--- config.mk ---
export PLATFORM = sky130hd
export DESIGN_NAME = sram_rw_arbiter_flat
export DESIGN_NICKNAME = d
export VERILOG_FILES = /design/src/rtl/sram_rw_arbiter_if.sv /design/src/rtl/sram_rw_arbiter.sv /design/src/flat_wrapper.sv
export SDC_FILE = /design/constraint.sdc
export NUM_CORES = 1
export LEC_CHECK = 0
export BUFFER_PORTS_ARGS = -buffer_cell sky130_fd_sc_hd__buf_2
export CELL_PAD_IN_SITES_DETAIL_PLACEMENT = 0
export CELL_PAD_IN_SITES_GLOBAL_PLACEMENT = 1
export CORE_AREA = 2 2 323 325
export CTS_CLUSTER_DIAMETER = 200
export DETAILED_ROUTE_END_ITERATION = 16
export DIE_AREA = 0 0 325 327
export PLACE_DENSITY_LB_ADDON = 0.2
export RECOVER_POWER = 100
export SYNTH_ARGS = -nofsm -noshare
export SYNTH_HDL_FRONTEND = slang
export SYNTH_SLANG_ARGS = --single-unit
--- constraint.sdc ---
create_clock -name clock -period 1.6 [get_ports clock]
set_input_delay 0.24 -clock clock [delete_from_list [all_inputs] [get_ports clock]]
set_output_delay 0.24 -clock clock [all_outputs]
set_load 0.01 [all_outputs]
--- src/rtl/sram_rw_arbiter_if.sv ---
// Bundle of requester handshakes and SRAM RW0 port signals around sram_rw_arbiter.
`default_nettype none

interface sram_rw_arbiter_if #(
  parameter int ADDR_W = 10,
  parameter int DATA_W = 128,
  parameter int MASK_W = 4
);
  logic              r0_req_valid;
  logic              r0_req_ready;
  logic              r0_req_write;
  logic [ADDR_W-1:0] r0_req_addr;
  logic [MASK_W-1:0] r0_req_wmask;
  logic [DATA_W-1:0] r0_req_wdata;
  logic              r0_resp_valid;
  logic [DATA_W-1:0] r0_resp_rdata;

  logic              r1_req_valid;
  logic              r1_req_ready;
  logic              r1_req_write;
  logic [ADDR_W-1:0] r1_req_addr;
  logic [MASK_W-1:0] r1_req_wmask;
  logic [DATA_W-1:0] r1_req_wdata;
  logic              r1_resp_valid;
  logic [DATA_W-1:0] r1_resp_rdata;

  logic              sram_en;
  logic              sram_wmode;
  logic [ADDR_W-1:0] sram_addr;
  logic [MASK_W-1:0] sram_wmask;
  logic [DATA_W-1:0] sram_wdata;
  logic [DATA_W-1:0] sram_rdata;

  logic              init_done;

  modport slave (
    input  r0_req_valid, r0_req_write, r0_req_addr, r0_req_wmask, r0_req_wdata,
    output r0_req_ready, r0_resp_valid, r0_resp_rdata,
    input  r1_req_valid, r1_req_write, r1_req_addr, r1_req_wmask, r1_req_wdata,
    output r1_req_ready, r1_resp_valid, r1_resp_rdata,
    output sram_en, sram_wmode, sram_addr, sram_wmask, sram_wdata,
    input  sram_rdata,
    output init_done
  );

  modport master (
    output r0_req_valid, r0_req_write, r0_req_addr, r0_req_wmask, r0_req_wdata,
    input  r0_req_ready, r0_resp_valid, r0_resp_rdata,
    output r1_req_valid, r1_req_write, r1_req_addr, r1_req_wmask, r1_req_wdata,
    input  r1_req_ready, r1_resp_valid, r1_resp_rdata,
    input  sram_en, sram_wmode, sram_addr, sram_wmask, sram_wdata,
    output sram_rdata,
    input  init_done
  );
endinterface

`default_nettype wire

--- src/rtl/sram_rw_arbiter.sv ---
// Round-robin arbiter sharing one RW0-style SRAM between two requesters.
// Optional post-reset zero sweep enabled by defining SRAM_ARB_INIT_EN.
`default_nettype none

module sram_rw_arbiter #(
  parameter int ADDR_W = 10,
  parameter int DATA_W = 128,
  parameter int MASK_W = 4
) (
  input  wire logic         clock,
  input  wire logic         reset_n,
  sram_rw_arbiter_if.slave  bus
);

  logic w_open;
  logic w_gnt0;
  logic w_gnt1;
  logic prio_q, prio_d;
  logic rsp_pend_q, rsp_pend_d;
  logic rsp_id_q, rsp_id_d;

`ifdef SRAM_ARB_INIT_EN
  localparam logic [0:0] ST_INIT = 1'b0;
  localparam logic [0:0] ST_RUN  = 1'b1;

  logic [0:0]        state_q, state_d;
  logic [ADDR_W-1:0] init_addr_q, init_addr_d;
  logic              w_sweep;

  always_comb begin
    state_d     = state_q;
    init_addr_d = init_addr_q;
    if (state_q == ST_INIT) begin
      // Counter parks at the last address instead of wrapping.
      if (init_addr_q == {ADDR_W{1'b1}}) state_d = ST_RUN;
      else                               init_addr_d = init_addr_q + 1'b1;
    end
  end

  always_ff @(posedge clock or negedge reset_n) begin
    if (!reset_n) begin
      state_q     <= ST_INIT;
      init_addr_q <= '0;
    end else begin
      state_q     <= state_d;
      init_addr_q <= init_addr_d;
    end
  end

  assign w_sweep       = reset_n && (state_q == ST_INIT);
  assign w_open        = reset_n && (state_q == ST_RUN);
  assign bus.init_done = (state_q == ST_RUN);
`else
  assign w_open        = reset_n;
  assign bus.init_done = 1'b1;
`endif

  // prio_q names the requester that wins a tie.
  assign w_gnt0 = w_open && bus.r0_req_valid && (!bus.r1_req_valid || !prio_q);
  assign w_gnt1 = w_open && bus.r1_req_valid && (!bus.r0_req_valid ||  prio_q);

  assign bus.r0_req_ready = w_gnt0;
  assign bus.r1_req_ready = w_gnt1;

  always_comb begin
    bus.sram_en    = 1'b0;
    bus.sram_wmode = 1'b0;
    bus.sram_addr  = '0;
    bus.sram_wmask = '0;
    bus.sram_wdata = '0;
`ifdef SRAM_ARB_INIT_EN
    if (w_sweep) begin
      bus.sram_en    = 1'b1;
      bus.sram_wmode = 1'b1;
      bus.sram_addr  = init_addr_q;
      bus.sram_wmask = {MASK_W{1'b1}};
    end else
`endif
    if (w_gnt0) begin
      bus.sram_en    = 1'b1;
      bus.sram_wmode = bus.r0_req_write;
      bus.sram_addr  = bus.r0_req_addr;
      bus.sram_wmask = bus.r0_req_wmask;
      bus.sram_wdata = bus.r0_req_wdata;
    end else if (w_gnt1) begin
      bus.sram_en    = 1'b1;
      bus.sram_wmode = bus.r1_req_write;
      bus.sram_addr  = bus.r1_req_addr;
      bus.sram_wmask = bus.r1_req_wmask;
      bus.sram_wdata = bus.r1_req_wdata;
    end
  end

  always_comb begin
    prio_d     = prio_q;
    if (w_gnt0)      prio_d = 1'b1;
    else if (w_gnt1) prio_d = 1'b0;
    rsp_pend_d = (w_gnt0 && !bus.r0_req_write) || (w_gnt1 && !bus.r1_req_write);
    rsp_id_d   = w_gnt1;
  end

  always_ff @(posedge clock or negedge reset_n) begin
    if (!reset_n) begin
      prio_q     <= 1'b0;
      rsp_pend_q <= 1'b0;
      rsp_id_q   <= 1'b0;
    end else begin
      prio_q     <= prio_d;
      rsp_pend_q <= rsp_pend_d;
      rsp_id_q   <= rsp_id_d;
    end
  end

  assign bus.r0_resp_valid = rsp_pend_q && !rsp_id_q;
  assign bus.r1_resp_valid = rsp_pend_q &&  rsp_id_q;
  assign bus.r0_resp_rdata = bus.sram_rdata;
  assign bus.r1_resp_rdata = bus.sram_rdata;

endmodule

`default_nettype wire

--- src/flat_wrapper.sv ---
// flat-port wrapper written by rule: the top's interface ports become plain ports
module sram_rw_arbiter_flat 
#(
  parameter int ADDR_W = 10,
  parameter int DATA_W = 128,
  parameter int MASK_W = 4
)
  (clock, reset_n, bus_r0_req_valid, bus_r0_req_write, bus_r0_req_addr, bus_r0_req_wmask, bus_r0_req_wdata, bus_r0_req_ready, bus_r0_resp_valid, bus_r0_resp_rdata, bus_r1_req_valid, bus_r1_req_write, bus_r1_req_addr, bus_r1_req_wmask, bus_r1_req_wdata, bus_r1_req_ready, bus_r1_resp_valid, bus_r1_resp_rdata, bus_sram_en, bus_sram_wmode, bus_sram_addr, bus_sram_wmask, bus_sram_wdata, bus_sram_rdata, bus_init_done);
  sram_rw_arbiter_if #(.ADDR_W(ADDR_W), .DATA_W(DATA_W), .MASK_W(MASK_W)) bus_i ();
  input  wire logic clock;
  input  wire logic reset_n;
  input wire logic [$bits(bus_i.r0_req_valid)-1:0] bus_r0_req_valid;
  input wire logic [$bits(bus_i.r0_req_write)-1:0] bus_r0_req_write;
  input wire logic [$bits(bus_i.r0_req_addr)-1:0] bus_r0_req_addr;
  input wire logic [$bits(bus_i.r0_req_wmask)-1:0] bus_r0_req_wmask;
  input wire logic [$bits(bus_i.r0_req_wdata)-1:0] bus_r0_req_wdata;
  output wire logic [$bits(bus_i.r0_req_ready)-1:0] bus_r0_req_ready;
  output wire logic [$bits(bus_i.r0_resp_valid)-1:0] bus_r0_resp_valid;
  output wire logic [$bits(bus_i.r0_resp_rdata)-1:0] bus_r0_resp_rdata;
  input wire logic [$bits(bus_i.r1_req_valid)-1:0] bus_r1_req_valid;
  input wire logic [$bits(bus_i.r1_req_write)-1:0] bus_r1_req_write;
  input wire logic [$bits(bus_i.r1_req_addr)-1:0] bus_r1_req_addr;
  input wire logic [$bits(bus_i.r1_req_wmask)-1:0] bus_r1_req_wmask;
  input wire logic [$bits(bus_i.r1_req_wdata)-1:0] bus_r1_req_wdata;
  output wire logic [$bits(bus_i.r1_req_ready)-1:0] bus_r1_req_ready;
  output wire logic [$bits(bus_i.r1_resp_valid)-1:0] bus_r1_resp_valid;
  output wire logic [$bits(bus_i.r1_resp_rdata)-1:0] bus_r1_resp_rdata;
  output wire logic [$bits(bus_i.sram_en)-1:0] bus_sram_en;
  output wire logic [$bits(bus_i.sram_wmode)-1:0] bus_sram_wmode;
  output wire logic [$bits(bus_i.sram_addr)-1:0] bus_sram_addr;
  output wire logic [$bits(bus_i.sram_wmask)-1:0] bus_sram_wmask;
  output wire logic [$bits(bus_i.sram_wdata)-1:0] bus_sram_wdata;
  input wire logic [$bits(bus_i.sram_rdata)-1:0] bus_sram_rdata;
  output wire logic [$bits(bus_i.init_done)-1:0] bus_init_done;
  assign bus_i.r0_req_valid = bus_r0_req_valid;
  assign bus_i.r0_req_write = bus_r0_req_write;
  assign bus_i.r0_req_addr = bus_r0_req_addr;
  assign bus_i.r0_req_wmask = bus_r0_req_wmask;
  assign bus_i.r0_req_wdata = bus_r0_req_wdata;
  assign bus_r0_req_ready = bus_i.r0_req_ready;
  assign bus_r0_resp_valid = bus_i.r0_resp_valid;
  assign bus_r0_resp_rdata = bus_i.r0_resp_rdata;
  assign bus_i.r1_req_valid = bus_r1_req_valid;
  assign bus_i.r1_req_write = bus_r1_req_write;
  assign bus_i.r1_req_addr = bus_r1_req_addr;
  assign bus_i.r1_req_wmask = bus_r1_req_wmask;
  assign bus_i.r1_req_wdata = bus_r1_req_wdata;
  assign bus_r1_req_ready = bus_i.r1_req_ready;
  assign bus_r1_resp_valid = bus_i.r1_resp_valid;
  assign bus_r1_resp_rdata = bus_i.r1_resp_rdata;
  assign bus_sram_en = bus_i.sram_en;
  assign bus_sram_wmode = bus_i.sram_wmode;
  assign bus_sram_addr = bus_i.sram_addr;
  assign bus_sram_wmask = bus_i.sram_wmask;
  assign bus_sram_wdata = bus_i.sram_wdata;
  assign bus_i.sram_rdata = bus_sram_rdata;
  assign bus_init_done = bus_i.init_done;
  sram_rw_arbiter #(.ADDR_W(ADDR_W), .DATA_W(DATA_W), .MASK_W(MASK_W)) u_core (.clock(clock), .reset_n(reset_n), .bus(bus_i));
endmodule
**Word level (Yosys, flattened, before mapping)**

Index checks and enable logic that the tools add are counted.

- Bits in registers: 3
- Logic and storage cells: 33

- Mux-type cells: 12
- Reduce and logical (&&, ||, !) cells: 18

Operators with widths:

| cell | number |
|---|---|
| 2-to-1 mux 128 bit | 2 |
| 2-to-1 mux 10 bit | 2 |
| logical AND 1 bit | 8 |
| 2-to-1 mux 4 bit | 2 |
| logical NOT 1 bit | 6 |
| 2-to-1 mux 1 bit | 6 |
| logical OR 1 bit | 3 |
| nonzero test 2 bit | 1 |

**Depth between registers and ports, before layout**

Gate-level depths: netlist of the first run.

- Depth after elaboration: 5
- Mapped depth: 5

**Least setup slack after synthesis of the first run**

OpenSTA, ideal clock, no wires.

- Path type: register -> output
- Start: reg u_core.prio_q
- End: out bus_sram_wdata[100]
- Data arrival time: 1.116 ns
- Data required time: 1.360 ns
- Setup slack: 0.244 ns
- Cell stages (with the launch flop): 6
- Cell sequence: dfrtp_1 a21bo_1 buf_6 buf_6 buf_4 o32ai_2

- Longest elaborated chain between the ends: 4
- Elaborated cells on any way between the ends: 7

Ends and longest elaborated chain:

| item | RTL line | RTL |
|---|---|---|
| start, declared | sram_rw_arbiter.sv:18 | `logic prio_q, prio_d;` |
| start signal, assigned | sram_rw_arbiter.sv:108 | `prio_q <= prio_d;` |
| logical OR 1 bit / logical NOT 1 bit (equally long branches) | sram_rw_arbiter.sv:60, sram_rw_arbiter.sv:59 |  |
| logical AND 1 bit / logical OR 1 bit (equally long branches) | sram_rw_arbiter.sv:60, sram_rw_arbiter.sv:59 |  |
| 2-to-1 mux 128 bit / logical AND 1 bit (equally long branches) | sram_rw_arbiter.sv:85, sram_rw_arbiter.sv:59 |  |
| 2-to-1 mux 128 bit (*) | sram_rw_arbiter.sv:79 | `if (w_gnt0) begin` |
| end, declared | flat_wrapper.sv:32 | `output wire logic [$bits(bus_i.sram_wdata)-1:0] bus_sram_wdata;` |

Every way passes the cells marked *; elsewhere a longest branch is shown, timed or not.

**Final worst setup path of the first run**

- Start: reg u_core.prio_q
- End: out bus_sram_wdata[52]

Same word-level chain as after synthesis.

==> impl_metrics.env, run 1 <==
export IMPL_postRouteAntennaNets=0
export IMPL_drtPass1Iterations=5
export IMPL_ir_drop_v=0.0002679
export IMPL_grt_max_degree=77
export IMPL_slowest_stage="dfrtp_1"
export IMPL_die_area_um2=106300
export IMPL_final_util_pct=8.763
export IMPL_design_core_area_um2=102900
export IMPL_p_clk_share_pct=10.6
export IMPL_finalCriticalPeriod_ps=1940
export IMPL_design_portCount=823
export IMPL_startpoint_type="register"
export IMPL_crit_type="reg -> out"
export IMPL_antenna_found_initial=17
export IMPL_synth_cells=784
export IMPL_initial_core_util_pct=5.172
export IMPL_first_iter_violations=220
export IMPL_multi_input_area_um2=3461
export IMPL_hpwl_um=36250
export IMPL_cap_violations=0
export IMPL_crit_path_start="u_core.prio_q"
export IMPL_ys_ff_latch=3
export IMPL_viasPerCell=2.718
export IMPL_critical_path_top_delay_family="buffers and inverters"
export IMPL_finalSetupTns_ps=-34260
export IMPL_synth_avg_cell_area_um2=6.789
export IMPL_path_buf_inv=4
export IMPL_final_fill_count=12203
export IMPL_internal_power_mw=1.873
export IMPL_setup_violations=146
export IMPL_cts_sinks=3
export IMPL_hold_class="in -> async"
export IMPL_fmax_ghz=0.5153
export IMPL_crit_path_end_kind="primary output"
export IMPL_clk_pin_slew_ps=30
export IMPL_routedWlPerCell_um=19.45
export IMPL_arrival_ps=1700
export IMPL_synth_seq_area_share_pct=1.410
export IMPL_p_sw_share_pct=50.18
export IMPL_ys_types=18
export IMPL_cp_required_ps=1360
export IMPL_stdcell_count=2376
export IMPL_crit_chain="nor2b_4 > buf_12 > buf_6 > o32ai_1 > buf_4 > buf_2"
export IMPL_synth_nets=1202
export IMPL_rows=118
export IMPL_area_sequential_um2=75.07
export IMPL_drive_above_1_share_pct=64.99
export IMPL_cts_root_buffer_cell="clkbuf_16"
export IMPL_clock_latency_ps=220
export IMPL_syn2layout_area_growth_pct=69.42
export IMPL_mostFrequentLayoutCell="buf_2"
export IMPL_violations="negative setup slack"
export IMPL_status="finished, violations left"
export IMPL_power_frac_comb_pct=86.9
export IMPL_hold_viol=0
export IMPL_yosysWarnings=0
export IMPL_drc=0
export IMPL_holdWs_ps=271.6
export IMPL_die_w_um=325
export IMPL_tritoncts="yes"
export IMPL_r2r_start="u_core.prio_q"
export IMPL_power_leakage_nw=3.720
export IMPL_finalClockSkew_ps=2.436
export IMPL_power_switching_mw=1.886
export IMPL_nets=1413
export IMPL_cp_max_fo=14
export IMPL_h_tree_depth=1
export IMPL_setup_slack_ps=-340.5
export IMPL_p_total_mw=3.759
export IMPL_grt_pass1_vias=6675
export IMPL_drv_slew=0
export IMPL_via_count=6459
export IMPL_dp_cells=2341
export IMPL_place_gp_congestion=0.8325
export IMPL_cts_hold_buf=0
export IMPL_port_buffers=437
export IMPL_rsz0062_at_grt="yes"
export IMPL_cts_max_path_buffers=2
export IMPL_numCtsBuffers=3
export IMPL_die_h_um=327
export IMPL_grt_pass1_wl_um=55550
export IMPL_grt_overflow=0
export IMPL_synthesis_area_um2=5323
export IMPL_r2r_slack_ps=240
export IMPL_grt_total_usage_pct=7.274
export IMPL_cpPeakStageDelay_ps=420
export IMPL_wl_um=46220
export IMPL_p_per_area_nw_per_um2=416.9
export IMPL_final_cell_mix="buf_2 (411), nand2_1 (287), o32ai_2 (75)"
export IMPL_seqPwrFrac_pct=2.5
export IMPL_post_route_period_util_pct=121.3
[state kept, by name (all words and copies together), names as in the netlist]
| name | flops |
|---|---|
| u_core.rsp_pend_q | 1 |
| u_core.prio_q | 1 |
| u_core.rsp_id_q | 1 |
[final timing paths]
check,end,cells past startpoint
worst min-delay path,u_core.prio_q,3
worst max register to register,u_core.rsp_pend_q,4
min in group clock,u_core.rsp_pend_q,3
max in group asynchronous,u_core.rsp_pend_q,3
worst max-delay path,bus_sram_wdata[52],6
worst min register to register,u_core.prio_q,1
[synthesized netlist by cell type]
| cell | instances | area [um^2] |
|---|---|---|
| nand2_1 | 287 | 1077 |
| buf_4 | 267 | 2004 |
| o32ai_1 | 84 | 735.7 |
| o32ai_2 | 60 | 975.9 |
| buf_2 | 51 | 255.2 |
| clkbuf_1 | 11 | 41.29 |
| buf_6 | 7 | 78.83 |
| nor2_1 | 4 | 15.01 |
| dfrtp_1 | 3 | 75.07 |
| nand2b_1 | 2 | 12.51 |
| a21bo_1 | 1 | 10.01 |
| a22o_1 | 1 | 8.760 |
| and2_1 | 1 | 6.260 |
| conb_1 | 1 | 3.750 |
| inv_1 | 1 | 3.750 |
| inv_2 | 1 | 3.750 |
| nor2b_1 | 1 | 6.260 |
| nor2b_2 | 1 | 8.760 |
[power groups by stage]
stage	clock [mW]	sequential, mW	combinational, mW
5_1_grt	0.415	0.0947	3.54
4_1_cts	0.409	0.0939	2.73
3_5_place_dp	0	0.0947	2.60
6_report	0.400	0.0937	3.27
3_3_place_gp	0	0.0952	2.60
2_1_floorplan	0	0.0907	1.82
[through the flow]
stage	cell area, um^2	setup slack [ps]
finish	9017	-340.5
global route	9017	-394.3
CTS	8041	-361.2
detailed placement	7686	-559.8
global placement	7686	-538.5
floorplan	5323	243.5
[cell families after synthesis]
family	after synthesis	synth area share, %
buffers and inverters	338	44.85
and+or+nand+nor	296	21.16
AOI/OAI and AO/OA	146	32.51
DFF	3	1.410
other	1	0.07045
[worst register-to-register path: stages, from the launching register on]
cell and delay, ps:
dfrtp_1 420, nor2b_4 260, buf_12 210, buf_4 210
o32ai_1 110
[timing repair]
action / in CTS / in global routing
pin swaps: 5 / 8
setup endpoints to repair: 145 / 145
setup buffers: 0 / 14
cloned: 0 / 15
resized for setup: 47 / 85
[layer usage]
metal | GRT usage (%) | up-vias | routed length [um]
li1 | - | 2883 | -
met1 | 8.818 | 2941 | 19970
met2 | 11.41 | 462 | 19760
met3 | 3.470 | 149 | 4855
met4 | 2.053 | 24 | 1478
met5 | 0 | - | 152
[final cells by class]
| type | count | area share, % |
|---|---|---|
| multi-input combinational | 443 | 38.38 |
| sequential | 3 | 0.8325 |
| inverter | 2 | 0.1388 |
| clock buffer | 4 | 0.8741 |
| antenna | 2 | 0.05550 |
| tap | 1380 | 19.15 |
| timing repair buffer | 542 | 40.57 |
Power figures use the tool's default switching activity.
==> run 2: changes to the inputs <==
MAX_ROUTING_LAYER = met4   (was not set)
==> run 2 against run 1 <==
Compared with the run above: the run still ends with negative setup slack left; final cell count grew 0.34%; global-route usage rose by 0.22 points; sequential power hardly changed; die area stayed put; routed wire length down 0.37%; first-iteration DRC count increased by 5.5%; non-clock buffer count grew 1; maximum frequency is 0.13% higher; clock skew about the same; largest cell class unchanged; highest routed layer is now met4.
==> impl_metrics.env, run 2 (synthesis results as in run 1) <==
export IMPL_antenna_found_initial=12
export IMPL_cts_root_buffer_cell="clkbuf_16"
export IMPL_grt_pass1_wl_um=55480
export IMPL_stdcell_count=2384
export IMPL_top_layer_used="met4"
export IMPL_rows=118
export IMPL_drc=0
export IMPL_drv_slew=0
export IMPL_viasPerCell=2.692
export IMPL_grt_overflow=0
export IMPL_clock_latency_ps=220
export IMPL_setup_slack_ps=-338.0
export IMPL_rsz0062_at_grt="yes"
export IMPL_die_w_um=325
export IMPL_hpwl_um=36250
export IMPL_cap_violations=0
export IMPL_routedWlPerCell_um=19.31
export IMPL_top_regs="u_core.prio_q (1), u_core.rsp_id_q (1), u_core.rsp_pend_q (1)"
export IMPL_hold_class="in -> async"
export IMPL_arrival_ps=1700
export IMPL_p_total_mw=3.764
export IMPL_dp_cells=2341
export IMPL_numCtsBuffers=3
export IMPL_final_cell_mix="buf_2 (411), nand2_1 (287), o32ai_2 (75)"
export IMPL_via_count=6417
export IMPL_design_portCount=823
export IMPL_cts_sinks=3
export IMPL_holdWs_ps=275.5
export IMPL_place_gp_congestion=0.8459
export IMPL_path_buf_inv=4
export IMPL_ir_drop_v=0.0002679
export IMPL_post_route_period_util_pct=121.1
export IMPL_port_buffers=437
export IMPL_power_leakage_nw=3.725
export IMPL_setup_violations=146
export IMPL_wl_met1_um=20220
export IMPL_cp_required_ps=1360
export IMPL_clk_pin_slew_ps=30
export IMPL_wl_met2_um=19810
export IMPL_mostFrequentLayoutCell="buf_2"
export IMPL_violations="negative setup slack"
export IMPL_tritoncts="yes"
export IMPL_h_tree_depth=1
export IMPL_crit_type="reg -> out"
export IMPL_drive_above_1_share_pct=65.03
export IMPL_dr_wl_met3_um=4661
export IMPL_finalCriticalPeriod_ps=1938
export IMPL_syn2layout_area_growth_pct=69.89
export IMPL_wl_um=46050
export IMPL_postRouteAntennaNets=0
export IMPL_cp_max_fo=14
export IMPL_final_fill_count=12196
export IMPL_status="finished, violations left"
export IMPL_crit_chain="nor2b_4 > buf_12 > buf_6 > o32ai_1 > buf_4 > buf_2"
export IMPL_nets=1414
export IMPL_grt_max_degree=77
export IMPL_drtPass1Iterations=4
export IMPL_cpPeakStageDelay_ps=420
export IMPL_design_core_area_um2=102900
export IMPL_fmax_ghz=0.5160
export IMPL_grt_pass1_vias=6658
export IMPL_slowest_stage="dfrtp_1"
export IMPL_hold_viol=0
export IMPL_critical_path_top_delay_family="buffers and inverters"
export IMPL_finalClockSkew_ps=2.505
export IMPL_cts_max_path_buffers=2
export IMPL_crit_path_end_kind="primary output"
export IMPL_die_h_um=327
export IMPL_die_area_um2=106300
export IMPL_startpoint_type="register"
export IMPL_initial_core_util_pct=5.172
export IMPL_first_iter_violations=232
export IMPL_p_per_area_nw_per_um2=416.3
export IMPL_grt_total_usage_pct=7.491
[run 2: cell count changes in the layout (fill, tap and decap cells not counted), sizes merged]
cell | previous run | this run
buf | 532 | 533
diode | 2 | 9
[run 2: cell type report]
type / count / area, um^2 / area share [%]
timing repair buffer: 543 / 3666 / 40.54
multi-input combinational: 443 / 3461 / 38.27
tap: 1380 / 1727 / 19.10
clock buffer: 4 / 78.83 / 0.8717
sequential: 3 / 75.07 / 0.8302
antenna: 9 / 22.52 / 0.2491
inverter: 2 / 12.51 / 0.1384
[run 2: per-layer routing]
| layer | vias to the layer above | global-route usage, % |
|---|---|---|
| met5 | - | - |
| met4 | 0 | 2.053 |
| met3 | 135 | 3.179 |
| met2 | 455 | 11.42 |
| met1 | 2929 | 8.983 |
| li1 | 2898 | - |
[run 2: through the flow]
| step | TNS (ps) | instance area, um^2 | utilization, % | setup slack, ps |
|---|---|---|---|---|
| 6_report | -34040 | 9042 | 8.787 | -338.0 |
| 3_5_place_dp | -10260 | 7686 | 7.469 | -559.8 |
| 4_1_cts | -38270 | 8041 | 7.814 | -361.2 |
| 3_3_place_gp | -9901 | 7686 | 7.469 | -538.5 |
| 2_1_floorplan | 0 | 5323 | - | 243.5 |
| 5_1_grt | -42680 | 9042 | 8.787 | -392.3 |
[run 2: final timing paths]
| path | depth (start not counted) | start | slack [ps] | to |
|---|---|---|---|---|
| setup / recovery | 6 | u_core.prio_q | -340 | bus_sram_wdata[52] |
| setup reg to reg | 4 | u_core.prio_q | 260 | u_core.rsp_pend_q |
| min in group clock | 3 | bus_r0_req_write | 330 | u_core.rsp_pend_q |
| max in group asynchronous | 3 | reset_n | 1000 | u_core.rsp_pend_q |
| hold reg to reg | 1 | u_core.prio_q | 600 | u_core.prio_q |
| hold / removal | 3 | reset_n | 280 | u_core.prio_q |
[run 2: worst min-delay path: stages]
cell and delay [ps]:
buf_8 110, buf_4 180, clkbuf_1 390
[run 2: what timing repair did]
item / 4_1_cts / 5_1_grt
hold buffers: 0 / 0
gates resized for setup: 47 / 85
hold endpoints to repair: 0 / 0
cloned: 0 / 15
buffers inserted: 0 / 15
setup endpoints to repair: 145 / 145
pin swaps: 5 / 8
[run 2: power by group]
part	switching [mW]	total, mW	leakage (nW)	internal (mW)
Sequential	0.00875	0.0937	0.0386	0.0850
Clock	0.0707	0.400	0.0382	0.329
Combinational	1.81	3.27	3.65	1.46
